**src/rtl/lab3_qsys_mem_tester_if.sv**
```systemverilog
// Avalon-MM bus between the memory tester (master) and the single-port
// on-chip RAM s1 port (slave).
//
// Transfer semantics: an access happens in every cycle where chipselect is
// high; write selects a write (writedata/byteenable used) versus a read.
// There is no waitrequest, so the slave accepts every access at the clock
// edge that ends the cycle. Read data appears on readdata in the cycle
// immediately after the read was issued and is not otherwise qualified.
//
// Signals:
//   address    master->slave  word address
//   chipselect master->slave  access strobe
//   write      master->slave  1 = write, 0 = read (only meaningful with chipselect)
//   byteenable master->slave  byte lanes, held at all ones
//   writedata  master->slave  write data
//   clken      master->slave  slave clock enable, held at 1
//   readdata   slave->master  read data, one cycle after read issue
interface lab3_qsys_mem_tester_if #(
    parameter int ADDR_W = 14,
    parameter int DATA_W = 32
);
    logic [ADDR_W-1:0] address;
    logic              chipselect;
    logic              write;
    logic [3:0]        byteenable;
    logic [DATA_W-1:0] writedata;
    logic              clken;
    logic [DATA_W-1:0] readdata;

    modport master (
        output address, chipselect, write, byteenable, writedata, clken,
        input  readdata
    );

    modport slave (
        input  address, chipselect, write, byteenable, writedata, clken,
        output readdata
    );
endinterface

```
**src/rtl/lab3_qsys_mem_tester.sv**
```systemverilog
// Self-test master for the lab3_qsys on-chip RAM. A fill command writes
// seed+i to each word of an address window; a verify command reads the
// window back and counts words that differ from seed+i.
//
// Ports:
//   clk, reset_n      system clock, asynchronous active-low reset
//   start             1-cycle command pulse, accepted only while idle
//   mode              0 = fill, 1 = verify (sampled on start)
//   base_addr         first word address (sampled on start, reduced mod MEM_DEPTH)
//   length            word count (sampled on start, clamped to MEM_DEPTH)
//   seed              pattern seed (sampled on start)
//   abort             stop issuing accesses; in-flight read still compared
//   m                 Avalon-MM master port to the RAM slave
//   busy              command in progress
//   done              1-cycle pulse at the end of every accepted command
//   aborted           last command was ended by abort
//   err_count         saturating verify mismatch count
//   first_err_addr    address of the first mismatch of the command
//   state_dbg         current FSM state
module lab3_qsys_mem_tester #(
    parameter int ADDR_W    = 14,
    parameter int DATA_W    = 32,
    parameter int MEM_DEPTH = 15000,
    parameter int ERRCNT_W  = 16
) (
    input  logic                clk,
    input  logic                reset_n,
    input  logic                start,
    input  logic                mode,
    input  logic [ADDR_W-1:0]   base_addr,
    input  logic [ADDR_W:0]     length,
    input  logic [DATA_W-1:0]   seed,
    input  logic                abort,
    lab3_qsys_mem_tester_if.master m,
    output logic                busy,
    output logic                done,
    output logic                aborted,
    output logic [ERRCNT_W-1:0] err_count,
    output logic [ADDR_W-1:0]   first_err_addr,
    output logic [1:0]          state_dbg
);
    localparam logic [1:0] S_IDLE  = 2'd0;
    localparam logic [1:0] S_RUN   = 2'd1;
    localparam logic [1:0] S_DRAIN = 2'd2;
    localparam logic [1:0] S_DONE  = 2'd3;

    localparam logic [ADDR_W:0]   DEPTH_L   = (ADDR_W+1)'(MEM_DEPTH);
    localparam logic [ADDR_W-1:0] LAST_ADDR = ADDR_W'(MEM_DEPTH - 1);
    localparam logic [ADDR_W:0]   ONE_L     = (ADDR_W+1)'(1);

    logic [1:0]          state_q;
    logic                mode_q;
    logic [ADDR_W-1:0]   addr_q;
    logic [DATA_W-1:0]   data_q;
    logic [ADDR_W:0]     cnt_q;
    logic                rd_pend_q;
    logic [DATA_W-1:0]   rd_exp_q;
    logic [ADDR_W-1:0]   rd_addr_q;

    logic [ADDR_W-1:0]   base_sel;
    logic [ADDR_W:0]     len_sel;
    logic [ADDR_W-1:0]   addr_next;
    logic                run;

    // 2**ADDR_W < 2*MEM_DEPTH, so one conditional subtract brings any
    // base address into range.
    assign base_sel  = ({1'b0, base_addr} >= DEPTH_L) ? (base_addr - DEPTH_L[ADDR_W-1:0]) : base_addr;
    assign len_sel   = (length > DEPTH_L) ? DEPTH_L : length;
    assign addr_next = (addr_q == LAST_ADDR) ? '0 : addr_q + 1'b1;
    assign run       = (state_q == S_RUN);

    always_ff @(posedge clk or negedge reset_n) begin
        if (!reset_n) begin
            state_q        <= S_IDLE;
            mode_q         <= 1'b0;
            addr_q         <= '0;
            data_q         <= '0;
            cnt_q          <= '0;
            rd_pend_q      <= 1'b0;
            rd_exp_q       <= '0;
            rd_addr_q      <= '0;
            aborted        <= 1'b0;
            err_count      <= '0;
            first_err_addr <= '0;
        end else begin
            case (state_q)
                S_IDLE: begin
                    if (start) begin
                        mode_q         <= mode;
                        addr_q         <= base_sel;
                        data_q         <= seed;
                        cnt_q          <= len_sel;
                        aborted        <= 1'b0;
                        err_count      <= '0;
                        first_err_addr <= '0;
                        state_q        <= (length == '0) ? S_DONE : S_RUN;
                    end
                end
                S_RUN: begin
                    // The access on the bus this cycle always completes;
                    // abort only prevents the next one.
                    addr_q <= addr_next;
                    data_q <= data_q + 1'b1;
                    cnt_q  <= cnt_q - 1'b1;
                    if (abort || (cnt_q == ONE_L)) begin
                        state_q <= S_DRAIN;
                    end
                    if (abort) begin
                        aborted <= 1'b1;
                    end
                end
                S_DRAIN: state_q <= S_DONE;
                default: state_q <= S_IDLE;
            endcase

            // Read data returns one cycle after issue, so the expected word
            // and its address travel one stage behind the bus.
            rd_pend_q <= run && mode_q;
            rd_exp_q  <= data_q;
            rd_addr_q <= addr_q;

            // rd_pend_q is never set in IDLE, so this cannot collide with
            // the clear on start.
            if (rd_pend_q && (m.readdata != rd_exp_q)) begin
                if (err_count == '0) begin
                    first_err_addr <= rd_addr_q;
                end
                if (err_count != '1) begin
                    err_count <= err_count + 1'b1;
                end
            end
        end
    end

    assign m.chipselect = run;
    assign m.write      = run && !mode_q;
    assign m.address    = run ? addr_q : '0;
    assign m.writedata  = (run && !mode_q) ? data_q : '0;
    assign m.byteenable = 4'hF;
    assign m.clken      = 1'b1;

    assign busy      = (state_q != S_IDLE);
    assign done      = (state_q == S_DONE);
    assign state_dbg = state_q;
endmodule
```
**src/flat_wrapper.sv**
```systemverilog
// flat-port wrapper written by rule: the top's interface ports become plain ports
module lab3_qsys_mem_tester_flat 
#(
    parameter int ADDR_W    = 14,
    parameter int DATA_W    = 32,
    parameter int MEM_DEPTH = 15000,
    parameter int ERRCNT_W  = 16
)
  (clk, reset_n, start, mode, base_addr, length, seed, abort, busy, done, aborted, err_count, first_err_addr, state_dbg, m_address, m_chipselect, m_write, m_byteenable, m_writedata, m_clken, m_readdata);
  lab3_qsys_mem_tester_if #(.ADDR_W(ADDR_W), .DATA_W(DATA_W)) m_i ();
  input  logic clk;
  input  logic reset_n;
  input  logic start;
  input  logic mode;
  input  logic [ADDR_W-1:0] base_addr;
  input  logic [ADDR_W:0] length;
  input  logic [DATA_W-1:0] seed;
  input  logic abort;
  output logic busy;
  output logic done;
  output logic aborted;
  output logic [ERRCNT_W-1:0] err_count;
  output logic [ADDR_W-1:0] first_err_addr;
  output logic [1:0] state_dbg;
  output wire logic [$bits(m_i.address)-1:0] m_address;
  output wire logic [$bits(m_i.chipselect)-1:0] m_chipselect;
  output wire logic [$bits(m_i.write)-1:0] m_write;
  output wire logic [$bits(m_i.byteenable)-1:0] m_byteenable;
  output wire logic [$bits(m_i.writedata)-1:0] m_writedata;
  output wire logic [$bits(m_i.clken)-1:0] m_clken;
  input wire logic [$bits(m_i.readdata)-1:0] m_readdata;
  assign m_address = m_i.address;
  assign m_chipselect = m_i.chipselect;
  assign m_write = m_i.write;
  assign m_byteenable = m_i.byteenable;
  assign m_writedata = m_i.writedata;
  assign m_clken = m_i.clken;
  assign m_i.readdata = m_readdata;
  lab3_qsys_mem_tester #(.ADDR_W(ADDR_W), .DATA_W(DATA_W), .MEM_DEPTH(MEM_DEPTH), .ERRCNT_W(ERRCNT_W)) u_core (.clk(clk), .reset_n(reset_n), .start(start), .mode(mode), .base_addr(base_addr), .length(length), .seed(seed), .abort(abort), .m(m_i), .busy(busy), .done(done), .aborted(aborted), .err_count(err_count), .first_err_addr(first_err_addr), .state_dbg(state_dbg));
endmodule
```
**config.mk**
```make
export PLATFORM = sky130hd
export DESIGN_NAME = lab3_qsys_mem_tester_flat
export DESIGN_NICKNAME = d
export VERILOG_FILES = /design/src/rtl/lab3_qsys_mem_tester_if.sv /design/src/rtl/lab3_qsys_mem_tester.sv /design/src/flat_wrapper.sv
export SDC_FILE = /design/constraint.sdc
export NUM_CORES = 1
export LEC_CHECK = 0
export BUFFER_PORTS_ARGS = -buffer_cell sky130_fd_sc_hd__buf_2
export CAP_MARGIN = 40
export CORE_ASPECT_RATIO = 0.7
export CORE_MARGIN = 8
export CORE_UTILIZATION = 45
export DETAILED_ROUTE_END_ITERATION = 8
export PLACE_DENSITY = 0.71
export SYNTH_ARGS = -nofsm -noshare
export SYNTH_HDL_FRONTEND = slang
export SYNTH_SLANG_ARGS = --single-unit
```
**constraint.sdc**
```tcl
create_clock -name clk -period 3.5 [get_ports clk]
set_input_delay 0 -clock clk [delete_from_list [all_inputs] [get_ports clk]]
set_output_delay 0 -clock clk [all_outputs]
set_load 0.05 [all_outputs]
```
Word-level counts from Yosys, hierarchy flattened
Cells that the tools add are included.
- word-level logic and storage cells: 68
- bits in registers: 142
- bits of input ports: 98
- output and inout port bits: 88
- mux-type cells: 26
- equal/unequal tests: 10
- order comparisons: 2
- reduce and logical (&&, ||, !) cells: 14
- add/sub/neg operators: 5
- operator list (kind ; count):
    14-bit two-way mux ; 8
    16-bit two-way mux ; 4
    32-bit two-way mux ; 2
    32-bit one-hot mux with 2 select lines ; 1
    32-bit by 1-bit adder with 32-bit output (second input constant) ; 1
    32-bit inequality test ; 1
    15-bit two-way mux ; 2
    15-bit one-hot mux with 2 select lines ; 1
    14-bit one-hot mux with 2 select lines ; 1
    16-bit by 1-bit adder with 16-bit output (second input constant) ; 1
    16-bit zero test ; 1
    16-bit inequality test (second input constant) ; 1
    15-bit by 1-bit equality test with 1-bit output (second input constant) ; 1
    15-bit by 14-bit > comparator with 1-bit output (second input constant) ; 1
    15-bit zero test ; 1
    15-bit by 1-bit subtractor with 15-bit output (second input constant) ; 1
    14-bit by 1-bit adder with 14-bit output (second input constant) ; 1
    14-bit equality test (second input constant) ; 1
    14-bit >= comparator (second input constant) ; 1
    14-bit subtractor (second input constant) ; 1
    2-bit two-way mux ; 3
    2-bit inequality test (second input constant) ; 3
    2-bit one-hot mux with 3 select lines ; 1
    2-bit AND reduction ; 3
    other kinds (10) ; 15

Depth between registers and ports, before layout
Gate-level depths: netlist of the first run.
- word-level depth: 4
- gate-level depth with buffers: 10
- gate-level depth less buffers: 8

Worst setup path before layout of the first run
Ideal clock, no wire load.
- path kind: reg2out
- start point: register u_core.state_q[1] (netlist: u_core.state_dbg[1])
- end point: output port m_writedata[31]
- arrival: 3.168 ns
- buffers on the path: 3
- data required time: 3.500 ns
- cell stages (with the launch flop): 8
- slack: 0.332 ns
- cells stage by stage: dfrtp_1 inv_1 ha_1 clkbuf_1 inv_1 clkbuf_1 buf_1 nor3_1
- cells in the longest elaborated chain, start to end: 3
- RTL lines (what ; line ; text):
    start, declared ; lab3_qsys_mem_tester.sv:51 ; logic [1:0] state_q;
    start signal, assigned ; lab3_qsys_mem_tester.sv:96 ; state_q <= (length == '0) ? S_DONE : S_RUN;
    2-bit by 1-bit equality test with 1-bit output ; lab3_qsys_mem_tester.sv:70 ; assign run = (state_q == S_RUN);
    named net m_chipselect ; flat_wrapper.sv:26 ; output wire logic [$bits(m_i.chipselect)-1:0] m_chipselect;
    1-bit logical AND ; lab3_qsys_mem_tester.sv:138 ; assign m.writedata = (run && !mode_q) ? data_q : '0;
    32-bit two-way mux ; lab3_qsys_mem_tester.sv:138 ;
    end, declared ; flat_wrapper.sv:29 ; output wire logic [$bits(m_i.writedata)-1:0] m_writedata;
The timed path passes the listed nets, and every way through them passes these cells.

Final worst setup path of the first run
- start point: register u_core.state_q[1] (netlist: u_core.state_dbg[1])
- end point: output port m_writedata[30]
- cells in the longest elaborated chain, start to end: 3
- RTL lines (what ; line):
    2-bit by 1-bit equality test with 1-bit output ; lab3_qsys_mem_tester.sv:70
    1-bit logical AND ; lab3_qsys_mem_tester.sv:138
    32-bit two-way mux ; lab3_qsys_mem_tester.sv:138
No other way between the ends.

==> results of run 1 <==
## sequential cells by signal, indices dropped and copies added, names as in the netlist
register,count
u_core.aborted,1
u_core.rd_pend_q,1
u_core.err_count,16
u_core.data_q,32
u_core.cnt_q,15
u_core.rd_addr_q,14
u_core.rd_exp_q,32
u_core.mode_q,1
u_core.addr_q,14
u_core.state_dbg,2
u_core.first_err_addr,14
## stage by stage
stage | util (%) | cells
3_5_place_dp | 52.46 | 1231
4_1_cts | 59.22 | 1319
2_1_floorplan | - | 858
5_1_grt | 59.22 | 1319
3_3_place_gp | 52.22 | 1229
6_report | 59.22 | 1319
## cells by family after synthesis
logic type                 count (synthesis)  share of synthesized area (%)
AOI/OAI and AO/OA                        212                          17.55
DFF                                      142                          44.59
xor gates and xnor gates                  43                          4.726
other                                      1                        0.04706
and+or+nand+nor                          309                          20.60
buffers and inverters                     95                          5.558
muxes                                     41                          5.197
adders and majority gates                 11                          1.727
## metal layers
layer | vias up | GRT usage, % | wire length, um
met5 | - | 0 | 0
li1 | 3526 | - | -
met2 | 296 | 31.84 | 10520
met4 | 0 | 5.318 | 257
met1 | 3508 | 30.27 | 11300
met3 | 20 | 6.121 | 1881
## layout by cell type (no fill, tap or decap), drive strengths merged, types with 38 or more instances in the layout
cell,Yosys,routed
nand2,82,82
o21ai,46,46
dlygate4sd3,0,56
mux2i,38,38
a21oi,50,50
nor2,42,42
inv,41,43
and2,48,48
dfrtp,142,142
buf,19,196
## worst paths after layout
check	slack (ns)	cells after the start	end	from
setup / recovery	0.46	7	m_writedata[30]	u_core.state_dbg[1]$_DFFE_PN0P_
hold / removal	0.009	4	u_core.data_q[10]$_DFFE_PN0P_	seed[10]
setup reg to reg	0.73	8	u_core.data_q[14]$_DFFE_PN0P_	u_core.state_dbg[1]$_DFFE_PN0P_
hold reg to reg	0.41	0	u_core.rd_exp_q[31]$_DFF_PN0_	u_core.data_q[31]$_DFFE_PN0P_
max in group asynchronous	2.76	3	u_core.state_dbg[1]$_DFFE_PN0P_	reset_n
min in group asynchronous	0.09	2	u_core.data_q[23]$_DFFE_PN0P_	reset_n
## power by group through the flow
stage | clock, mW | sequential (mW) | combinational (mW)
5_1_grt | 1.98 | 3.21 | 4.66
3_5_place_dp | 0 | 3.11 | 4.19
2_1_floorplan | 0 | 3.12 | 3.01
6_report | 1.88 | 3.11 | 4.27
3_3_place_gp | 0 | 3.09 | 4.13
4_1_cts | 1.91 | 3.09 | 4.26
## worst max-delay path, delay by kind of cell (launching register included)
| family | cells | cell delay [ns] |
|---|---|---|
| flops | 1 | 0.41 |
| buf+inv | 4 | 0.97 |
| fa+ha+maj | 1 | 0.38 |
| simple gates | 2 | 0.85 |
## Yosys cell counts, drive strengths merged (15+ instances only)
master,count,share of area (%)
a21oi,50,3.1
dfrtp,142,45
nor2,42,2.0
xor2,35,3.8
nand2,82,3.9
o22a,15,1.6
nand3,34,2.2
mux2i,38,4.8
nor3,19,1.3
buf,19,1.7
and2,48,3.8
o22ai,36,2.8
o21ai,46,2.9
and3,20,1.6
inv,41,1.9
clkbuf,35,1.9
## final cells by class
type                            count  share of cell area (%)
Clock buffer                       19                   4.332
Clock inverter                     13                   1.591
Inverter                           41                   1.505
Multi-Input combinational cell    621                   39.19
Sequential cell                   142                   34.75
Tap cell                          231                   2.827
Timing Repair Buffer              252                   15.80
==> results by group, run 1 <==
Power and ir drop
  – Static leakage: 4.807 nW
  – Switching pwr: between 4 and 5 mW
  – Final total power: between 9 and 10 mW
  – Switching power as a share of total power: 46.96%
  – Pwr dens: 905.1 mW/mm^2
  – Maximum resistive drop on vdd: 0.0003912 V
  – Share of power burned in registers: 33.6%
  – Internal power component: 4.909 mW
  – Share of power burned in combinational logic: between 40% and 50%
  – Clk network pwr share: 20.3%

Final layout
  – Area of combinational cells with multiple inputs: 0.004008 mm^2
  – Reg area: ~0.0036 mm^2
  – Share of layout cells above drive strength 1: 23.16%
  – Final-stage net count: 1184
  – Signed area change from the synthesized netlist to the final layout: 28.31%
  – Layout fillers: 1511
  – Post-route standard cell area excluding fillers: 0.01022 mm^2
  – Antenna diode count: 0

Floorplanning
  – Initial Util: 46.15%
  – Area enclosed by the die boundary: between 0.02 and 0.025 mm^2
  – X dimension of the die: 175.1 um
  – Boundary Pins: 186
  – Height of the die: 127.3 um
  – Core box area: 0.01727 mm^2
  – Core Rows: 40

CTS
  – Gates resized, CTS repair: 0
  – Clock tree from TritonCTS: built
  – Sinks on the clock net: 142
  – Clock transition at the registers of the reported paths: 0.06 ns
  – Post-CTS setup buffers: 0
  – Hold buffers post-CTS: 56
  – Number of levels the H-tree was split into: 4
  – Root buf cell: sky130_fd_sc_hd__clkbuf_16
  – Maximum count of clock buffers along a single path: 2
  – Clk Latency, worst-skew pair: ~0.43 ns
  – Number of clock buffers inserted by TritonCTS: 17

STA
  – Measured slew at the worst slew-check pin: 0.8579 ns
  – Period utilization: between 80% and 90%
  – Maximum frequency from static timing analysis: ~0.33 GHz
  – Setup TNS Final: 0 ns
  – Final min period: around 3.0 ns
  – Final Slew Violations: 0
  – Setup Viol. Count Final: 0
  – PnR worst setup slack: 0.4572 ns
  – Worst hold slack: 0.008908 ns
  – Final worst clock skew: 0.008150 ns
  – Count of endpoints failing hold in the final timing report: 0
  – Setup repair after global routing missed its margin: no
  – Relative slew slack: 42.81%

Logic synthesis
  – Count of distinct cell types in the synthesized netlist: 69
  – Post-synthesis instance total: roughly 850
  – Post-Synthesis Mean Instance Area: 9.331 um^2
  – EDFF count, synth: 0
  – Synthesized flop and latch total: about 140
  – Ys async rst share: 100.0%
  – Number of synthesis warnings: 0
  – Post-Synthesis Cell Area: about 0.0080 mm^2
  – Portion of the post-synthesis area used by sequential elements: 44.59%
  – Synth Flop Type: sky130_fd_sc_hd__dfrtp_1

GRT
  – Remaining global-route overflow: 0
  – Via count of the first global-routing pass: 7087
  – First-pass GRT wire length: 38470 um
  – Maximum number of pins on one net before global-route repair: 67
  – All-layer global routing usage: 21.45%
  – Antenna violations before repair: 0

Worst setup path
  – Critical path arrival: approximately 3.0 ns
  – Crit-path most repeated cell: sky130_fd_sc_hd__inv_1
  – CP Data Required Time: 3.50 ns
  – Worst Path Max Fanout: 19
  – Critical path capture point type: output port
  – Critical-path cell with the highest stage delay: sky130_fd_sc_hd__nor2_1
  – Crit Path Class: reg2out
  – Kind of launch point of the worst setup path: flip-flop
  – Largest stage delay, worst path: 0.69 ns
  – Worst-path cell chain: inv_1 > ha_2 > inv_1 > nor2_1 > buf_4 > and2_1 > buf_2

Job
  – Number of max-cap violations: 0

Drt
  – Number of DRC markers in iteration 0: 723
  – Length of the first detailed-routing pass in iterations: 6
  – Remaining antenna violation count after routing: 0
  – Total routed wirelength: 23960 um
  – Post-DR vias/cell: 5.572
  – Final routed wire length divided by cell count: 18.16 um
  – Number of vias in the routed layout: between 7k and 8k
  – DRC violations left: 0

Placement
  – Half-perimeter wire length after placement: 16960 um
  – Cell area after placement: 0.009059 mm^2
  – GP Congestion: 0.8518
  – Count of buffers inserted at the top-level ports: 180
  – Worst-case setup slack after placement: 0.7050 ns

Worst hold path
  – Classification of the worst-slack hold path: in2reg

Outcome
  – Run status: completed
(Power assumes the default switching activity.)
==> inputs of run 2 (changes only) <==
- GPL_TIMING_DRIVEN: unset -> 0
- PLACE_DENSITY: 0.71 -> unset
- PLACE_DENSITY_LB_ADDON: unset -> 0.12
==> run 2 against run 1 <==
  * Via count is 2.8% higher
  * Worst hold slack better by 0.0046 ns
  * First-iteration DRC count is 27% higher
  * Maximum frequency is 3.9% lower
  * Sequential share of layout area is 0.37 points lower
  * Largest power group unchanged
  * Highest routed layer is now met5
==> results by group, run 2 (synthesis results as in run 1) <==
Floorplanning
  – Initial Util: around 46%
  – Boundary Pins: 186
  – Height of the die: 127.3 um
  – Area enclosed by the die boundary: around 0.022 mm^2
  – Core Rows: 40
  – X dimension of the die: 175.1 um
  – Core box area: 0.01727 mm^2

Worst setup path
  – Crit Path Class: reg2out
  – Critical path arrival: 3.17 ns
  – Launch point of the critical path: u_core.state_dbg[1]$_DFFE_PN0P_
  – Kind of launch point of the worst setup path: flip-flop
  – CP Data Required Time: approximately 3.5 ns
  – Worst-path cell chain: inv_1 > ha_1 > clkbuf_1 > clkbuf_1 > clkbuf_1 > and2_1 > buf_2
  – Critical path capture point type: output port
  – Largest stage delay, worst path: 0.61 ns
  – Critical R2R Launch: u_core.state_dbg[0]$_DFFE_PN0P_
  – Crit-path most repeated cell: sky130_fd_sc_hd__clkbuf_1
  – Critical-path cell with the highest stage delay: sky130_fd_sc_hd__clkbuf_1
  – Worst Path Max Fanout: 10
  – Flop-to-flop setup slack: 0.51 ns

Placement
  – Worst-case setup slack after placement: 0.5539 ns
  – Count of buffers inserted at the top-level ports: 180
  – GP Congestion: ~0.87
  – Inst Count DP: 1272
  – Half-perimeter wire length after placement: ~19000 um
  – Cell area after placement: approximately 0.0092 mm^2

CTS
  – Post-CTS setup buffers: 0
  – Sinks on the clock net: 142
  – Hold buffers post-CTS: 50
  – Maximum count of clock buffers along a single path: 2
  – Number of clock buffers inserted by TritonCTS: 17
  – Gates resized, CTS repair: 0
  – Root buf cell: sky130_fd_sc_hd__clkbuf_16
  – Clock transition at the registers of the reported paths: ~0.06 ns
  – Clock tree from TritonCTS: built
  – Clk Latency, worst-skew pair: 0.43 ns
  – Number of levels the H-tree was split into: 4

Drt
  – Remaining antenna violation count after routing: 0
  – Total routed wirelength: 25630 um
  – Length of the first detailed-routing pass in iterations: 7
  – Final routed wire length divided by cell count: 18.92 um
  – DRC violations left: 0
  – Number of DRC markers in iteration 0: 919
  – Number of vias in the routed layout: 7555
  – Post-DR vias/cell: 5.576

STA
  – Setup TNS Final: 0 ns
  – Period utilization: 90.43%
  – Final min period: 3.165 ns
  – Worst hold slack: 0.01347 ns
  – Count of endpoints failing hold in the final timing report: 0
  – Maximum frequency from static timing analysis: 0.3159 GHz
  – Relative slew slack: 52.16%
  – Final Slew Violations: 0
  – PnR worst setup slack: 0.3348 ns
  – Measured slew at the worst slew-check pin: 0.7176 ns
  – Setup repair after global routing missed its margin: no
  – Setup Viol. Count Final: 0
  – Final worst clock skew: 0.007960 ns

Final layout
  – Share of layout cells above drive strength 1: 22.71%
  – Final-stage net count: about 1.2k
  – Layout fillers: 1551
  – Area of combinational cells with multiple inputs: approximately 0.004 mm^2
  – Post-route standard cell area excluding fillers: 0.01033 mm^2
  – Count of placed standard cells in the final layout, fillers left out: 1355
  – Signed area change from the synthesized netlist to the final layout: 29.69%
  – Most frequent cells in the layout: sky130_fd_sc_hd__buf_2 (184), sky130_fd_sc_hd__dfrtp_1 (142), sky130_fd_sc_hd__nand2_1 (81)
  – Most common cell after layout, fill and taps aside: sky130_fd_sc_hd__buf_2
  – Reg area: approximately 0.0036 mm^2
  – Largest regs: u_core.data_q x32, u_core.rd_exp_q x32, u_core.err_count x16

Power and ir drop
  – Switching pwr: roughly 4.5 mW
  – Pwr dens: 918.3 mW/mm^2
  – Switching power as a share of total power: 47.84%
  – Share of power burned in combinational logic: between 40% and 50%
  – Internal power component: 4.950 mW
  – Static leakage: between 4 and 5 nW
  – Clk network pwr share: about a fifth
  – Maximum resistive drop on vdd: 0.0006483 V
  – Share of power burned in registers: 32.4%

Worst hold path
  – Hold path startpoint: seed[12]
  – Classification of the worst-slack hold path: in2reg

GRT
  – Remaining global-route overflow: 0
  – Via count of the first global-routing pass: 7493
  – Maximum number of pins on one net before global-route repair: 94
  – First-pass GRT wire length: 41050 um
  – Antenna violations before repair: 2
  – All-layer global routing usage: 23.06%

Outcome
  – Run status: completed

Job
  – Number of max-cap violations: 0
[run 2: layer usage]
layer  vias to the layer above  GRT usage (%)  wire length (um)
met4                         2          7.455               483
met3                        48          5.592              2173
met5                         -              0                14
met2                       340          33.41             11020
met1                      3569          33.20             11940
li1                       3596              -                 -
[run 2: power by group through the flow]
| stage | registers (mW) | logic [mW] | clock network (mW) |
|---|---|---|---|
| CTS | 3.05 | 4.54 | 1.89 |
| finish | 3.08 | 4.54 | 1.87 |
| global placement | 3.06 | 4.42 | 0 |
| global route | 3.17 | 4.97 | 1.96 |
| detailed placement | 3.08 | 4.47 | 0 |
| floorplan | 3.12 | 3.01 | 0 |
[run 2: final cells by class]
type                       count  share of cell area (%)
sequential                   142                   34.38
buffer                        54                   2.797
timing repair buffer         233                   14.07
inverter                      41                   1.489
clock buffer                  18                   4.249
tap                          231                   2.797
antenna                        1                 0.02421
clock inverter                14                   1.610
multi-input combinational    621                   38.58
[run 2: path summary, 6_finish.rpt]
path                                                       to  cells past startpoint
worst max register to register    u_core.cnt_q[3]$_DFFE_PN0P_                     10
max in group asynchronous        u_core.rd_exp_q[3]$_DFF_PN0_                      3
worst min register to register  u_core.rd_exp_q[17]$_DFF_PN0_                      0
worst max-delay path                            m_address[13]                      7
worst min-delay path            u_core.data_q[12]$_DFFE_PN0P_                      4
min in group asynchronous       u_core.rd_addr_q[3]$_DFF_PN0_                      2
[run 2: worst max-delay path: cells and delay by family (launching register included)]
kind / cells / cell delay, ns
buf+inv: 5 / 1.91
flops: 1 / 0.42
simple gates: 1 / 0.23
fa+ha+maj: 1 / 0.18
[run 2: metrics by stage]
step	power, mW	utilization (%)
floorplan	6.129	-
global placement	7.479	53.13
detailed placement	7.556	53.43
CTS	9.481	59.84
global route	10.09	59.86
finish	9.491	59.86
==> inputs of run 3 (changes only) <==
- CAP_MARGIN: 40 -> 20
- PLACE_DENSITY: unset -> 0.79
- PLACE_DENSITY_LB_ADDON: 0.12 -> unset
==> run 3 against run 2 <==
  * Die area is the same
  * Combinational power is essentially flat
  * Critical path depth grew 2
  * Sequential power shrank 2%
  * Sequential share of layout area is essentially flat
  * Total power grew 0.45%
  * Non-clock buffer count shrank 2
  * Largest power group unchanged
  * Register-to-register slack lost 0.27 ns
  * Largest cell class unchanged
==> results by group, run 3 (synthesis results as in run 1) <==
Outcome
  – Run status: completed

Final layout
  – Most frequent cells in the layout: sky130_fd_sc_hd__buf_2 (184), sky130_fd_sc_hd__dfrtp_1 (142), sky130_fd_sc_hd__nand2_1 (81)
  – Count of placed standard cells in the final layout, fillers left out: 1353
  – Final core area utilization: about three fifths
  – Layout fillers: 1505
  – Most common cell after layout, fill and taps aside: sky130_fd_sc_hd__buf_2
  – Signed area change from the synthesized netlist to the final layout: 29.88%
  – Final-stage net count: 1217
  – Share of layout cells above drive strength 1: a little under a quarter
  – Largest regs: u_core.data_q x32, u_core.rd_exp_q x32, u_core.err_count x16

Power and ir drop
  – Maximum resistive drop on vdd: 0.0006716 V
  – Pwr dens: between 900 and 1000 mW/mm^2
  – Static leakage: 4.847 nW

STA
  – Setup repair after global routing missed its margin: no
  – Final worst clock skew: 0.01199 ns
  – Count of endpoints failing hold in the final timing report: 0
  – Measured slew at the worst slew-check pin: 1.022 ns
  – Final Slew Violations: 0
  – Final min period: 3.263 ns
  – Setup Viol. Count Final: 0
  – Setup TNS Final: 0 ns
  – Relative slew slack: 31.84%
  – Maximum frequency from static timing analysis: 0.3065 GHz
  – Period utilization: 93.23%

Worst setup path
  – Kind of launch point of the worst setup path: flip-flop
  – Critical-path cell with the highest stage delay: sky130_fd_sc_hd__a21oi_1
  – Critical path arrival: 3.57 ns
  – Critical path capture point type: flip-flop
  – Launch point of the critical path: u_core.state_dbg[0]$_DFFE_PN0P_
  – Critical R2R Launch: u_core.state_dbg[0]$_DFFE_PN0P_
  – Largest stage delay, worst path: 0.85 ns
  – Family with the most delay on the worst path: buffers and inverters
  – Worst-path cell chain: inv_1 > ha_1 > inv_1 > a21oi_1 > clkbuf_1 > clkbuf_1 > a21oi_1 > o22ai_1 > nand2_1
  – CP Data Required Time: 3.81 ns
  – Crit Path Class: reg2reg
  – Buffers & Inverters on Critical Path: 4
  – Worst Path Max Fanout: 10

GRT
  – Via count of the first global-routing pass: 7381
  – All-layer global routing usage: 22.45%
  – Antenna violations before repair: 1
  – Maximum number of pins on one net before global-route repair: a little under 80
  – Remaining global-route overflow: 0
  – First-pass GRT wire length: about 40000 um

Drt
  – Length of the first detailed-routing pass in iterations: 7
  – Remaining antenna violation count after routing: 0
  – Number of vias in the routed layout: ~7.7k
  – DRC violations left: 0
  – Post-DR vias/cell: 5.669
  – Final routed wire length divided by cell count: 18.69 um
  – Number of DRC markers in iteration 0: between 700 and 800
  – Total routed wirelength: 25290 um

CTS
  – Number of levels the H-tree was split into: 4
  – Clock tree from TritonCTS: built
  – Sinks on the clock net: between 100 and 150
  – Number of clock buffers inserted by TritonCTS: 17
  – Root buf cell: sky130_fd_sc_hd__clkbuf_16
  – Maximum count of clock buffers along a single path: 2
  – Clk Latency, worst-skew pair: 0.43 ns
  – Clock transition at the registers of the reported paths: 0.06 ns

Placement
  – Inst Count DP: 1270
  – Half-perimeter wire length after placement: 18360 um
  – Count of buffers inserted at the top-level ports: 180
  – GP Congestion: just over 0.9

Floorplanning
  – Core Rows: 40
  – Area enclosed by the die boundary: 0.02229 mm^2
  – Core box area: 0.01727 mm^2
  – Boundary Pins: roughly 190
  – Height of the die: 127.3 um
  – Initial Util: 46.15%
  – X dimension of the die: between 150 and 200 um

Worst hold path
  – Hold path startpoint: seed[24]
  – Classification of the worst-slack hold path: in2reg

Job
  – Number of max-cap violations: 0
run 3: cell count changes in the layout (fill, tap and decap cells not counted), sizes merged:
cell and delta:
buf -1, bufinv +1, clkbuf +1, clkdlybuf4s15 -1, clkinv -5, clkinvlp +3
run 3: power by group:
part	total, mW	switching (mW)	internal, mW
sequential	3.03	0.702	2.33
clock	1.96	0.725	1.23
combinational	4.55	3.07	1.47
total	9.53	4.50	5.03
run 3: timing repair:
item                                   4_1_cts  5_1_grt
endpoints found under the hold margin      124        0
setup buffers                                0        0
hold buffers                                50        0
resized for setup                            0        0
setup endpoints to repair                    0        0
run 3: worst paths after layout:
path,end,cells after the start,slack (ns)
worst max-delay path,u_core.cnt_q[3]$_DFFE_PN0P_,9,0.24
worst min-delay path,u_core.data_q[24]$_DFFE_PN0P_,4,0.003
worst max register to register,u_core.cnt_q[3]$_DFFE_PN0P_,9,0.24
worst min register to register,u_core.rd_addr_q[7]$_DFF_PN0_,0,0.37
max in group asynchronous,u_core.rd_exp_q[2]$_DFF_PN0_,3,2.54
min in group asynchronous,u_core.err_count[4]$_DFF_PN0_,2,0.18
run 3: per-layer routing:
metal | global-route usage (%) | up-vias | wire length [um]
li1 | - | 3598 | -
met1 | 30.75 | 3638 | 11130
met2 | 33.61 | 395 | 11260
met3 | 7.063 | 39 | 2503
met4 | 6.312 | 0 | 397
met5 | 0 | - | 0
run 3: worst reg2reg max path: stages (launching register included):
cell	delay, ns
sky130_fd_sc_hd__dfrtp_1	0.41
sky130_fd_sc_hd__inv_1	0.11
sky130_fd_sc_hd__ha_1	0.27
sky130_fd_sc_hd__inv_1	0.19
sky130_fd_sc_hd__a21oi_1	0.85
sky130_fd_sc_hd__clkbuf_1	0.52
sky130_fd_sc_hd__clkbuf_1	0.49
sky130_fd_sc_hd__a21oi_1	0.09
sky130_fd_sc_hd__o22ai_1	0.14
sky130_fd_sc_hd__nand2_1	0.07
run 3: stage by stage:
| stage | hold WS (ns) | setup WS (ns) | area [um^2] | power [mW] |
|---|---|---|---|---|
| 6_report | 0.003308 | 0.2369 | 10350 | 9.533 |
| 5_1_grt | 0.01444 | 0.1351 | 10350 | 10.09 |
| 4_1_cts | 0.00008996 | 0.3659 | 10350 | 9.506 |
| 3_5_place_dp | 0.07545 | 0.3951 | 9208 | 7.473 |
| 3_3_place_gp | 0.2343 | 0.3693 | 9174 | 7.359 |
| 2_1_floorplan | -0.2956 | 0.3323 | 7984 | 6.129 |
run 3: layout make-up:
class	count	area, um^2	area share (%)
Antenna cell	1	2.502	0.02418
Buffer	54	289.0	2.793
Clock buffer	19	452.9	4.376
Clock inverter	13	186.4	1.801
Inverter	41	153.9	1.487
Multi-Input combinational cell	621	3988	38.53
Sequential cell	142	3553	34.33
Tap cell	231	289.0	2.793
Timing Repair Buffer	231	1435	13.87
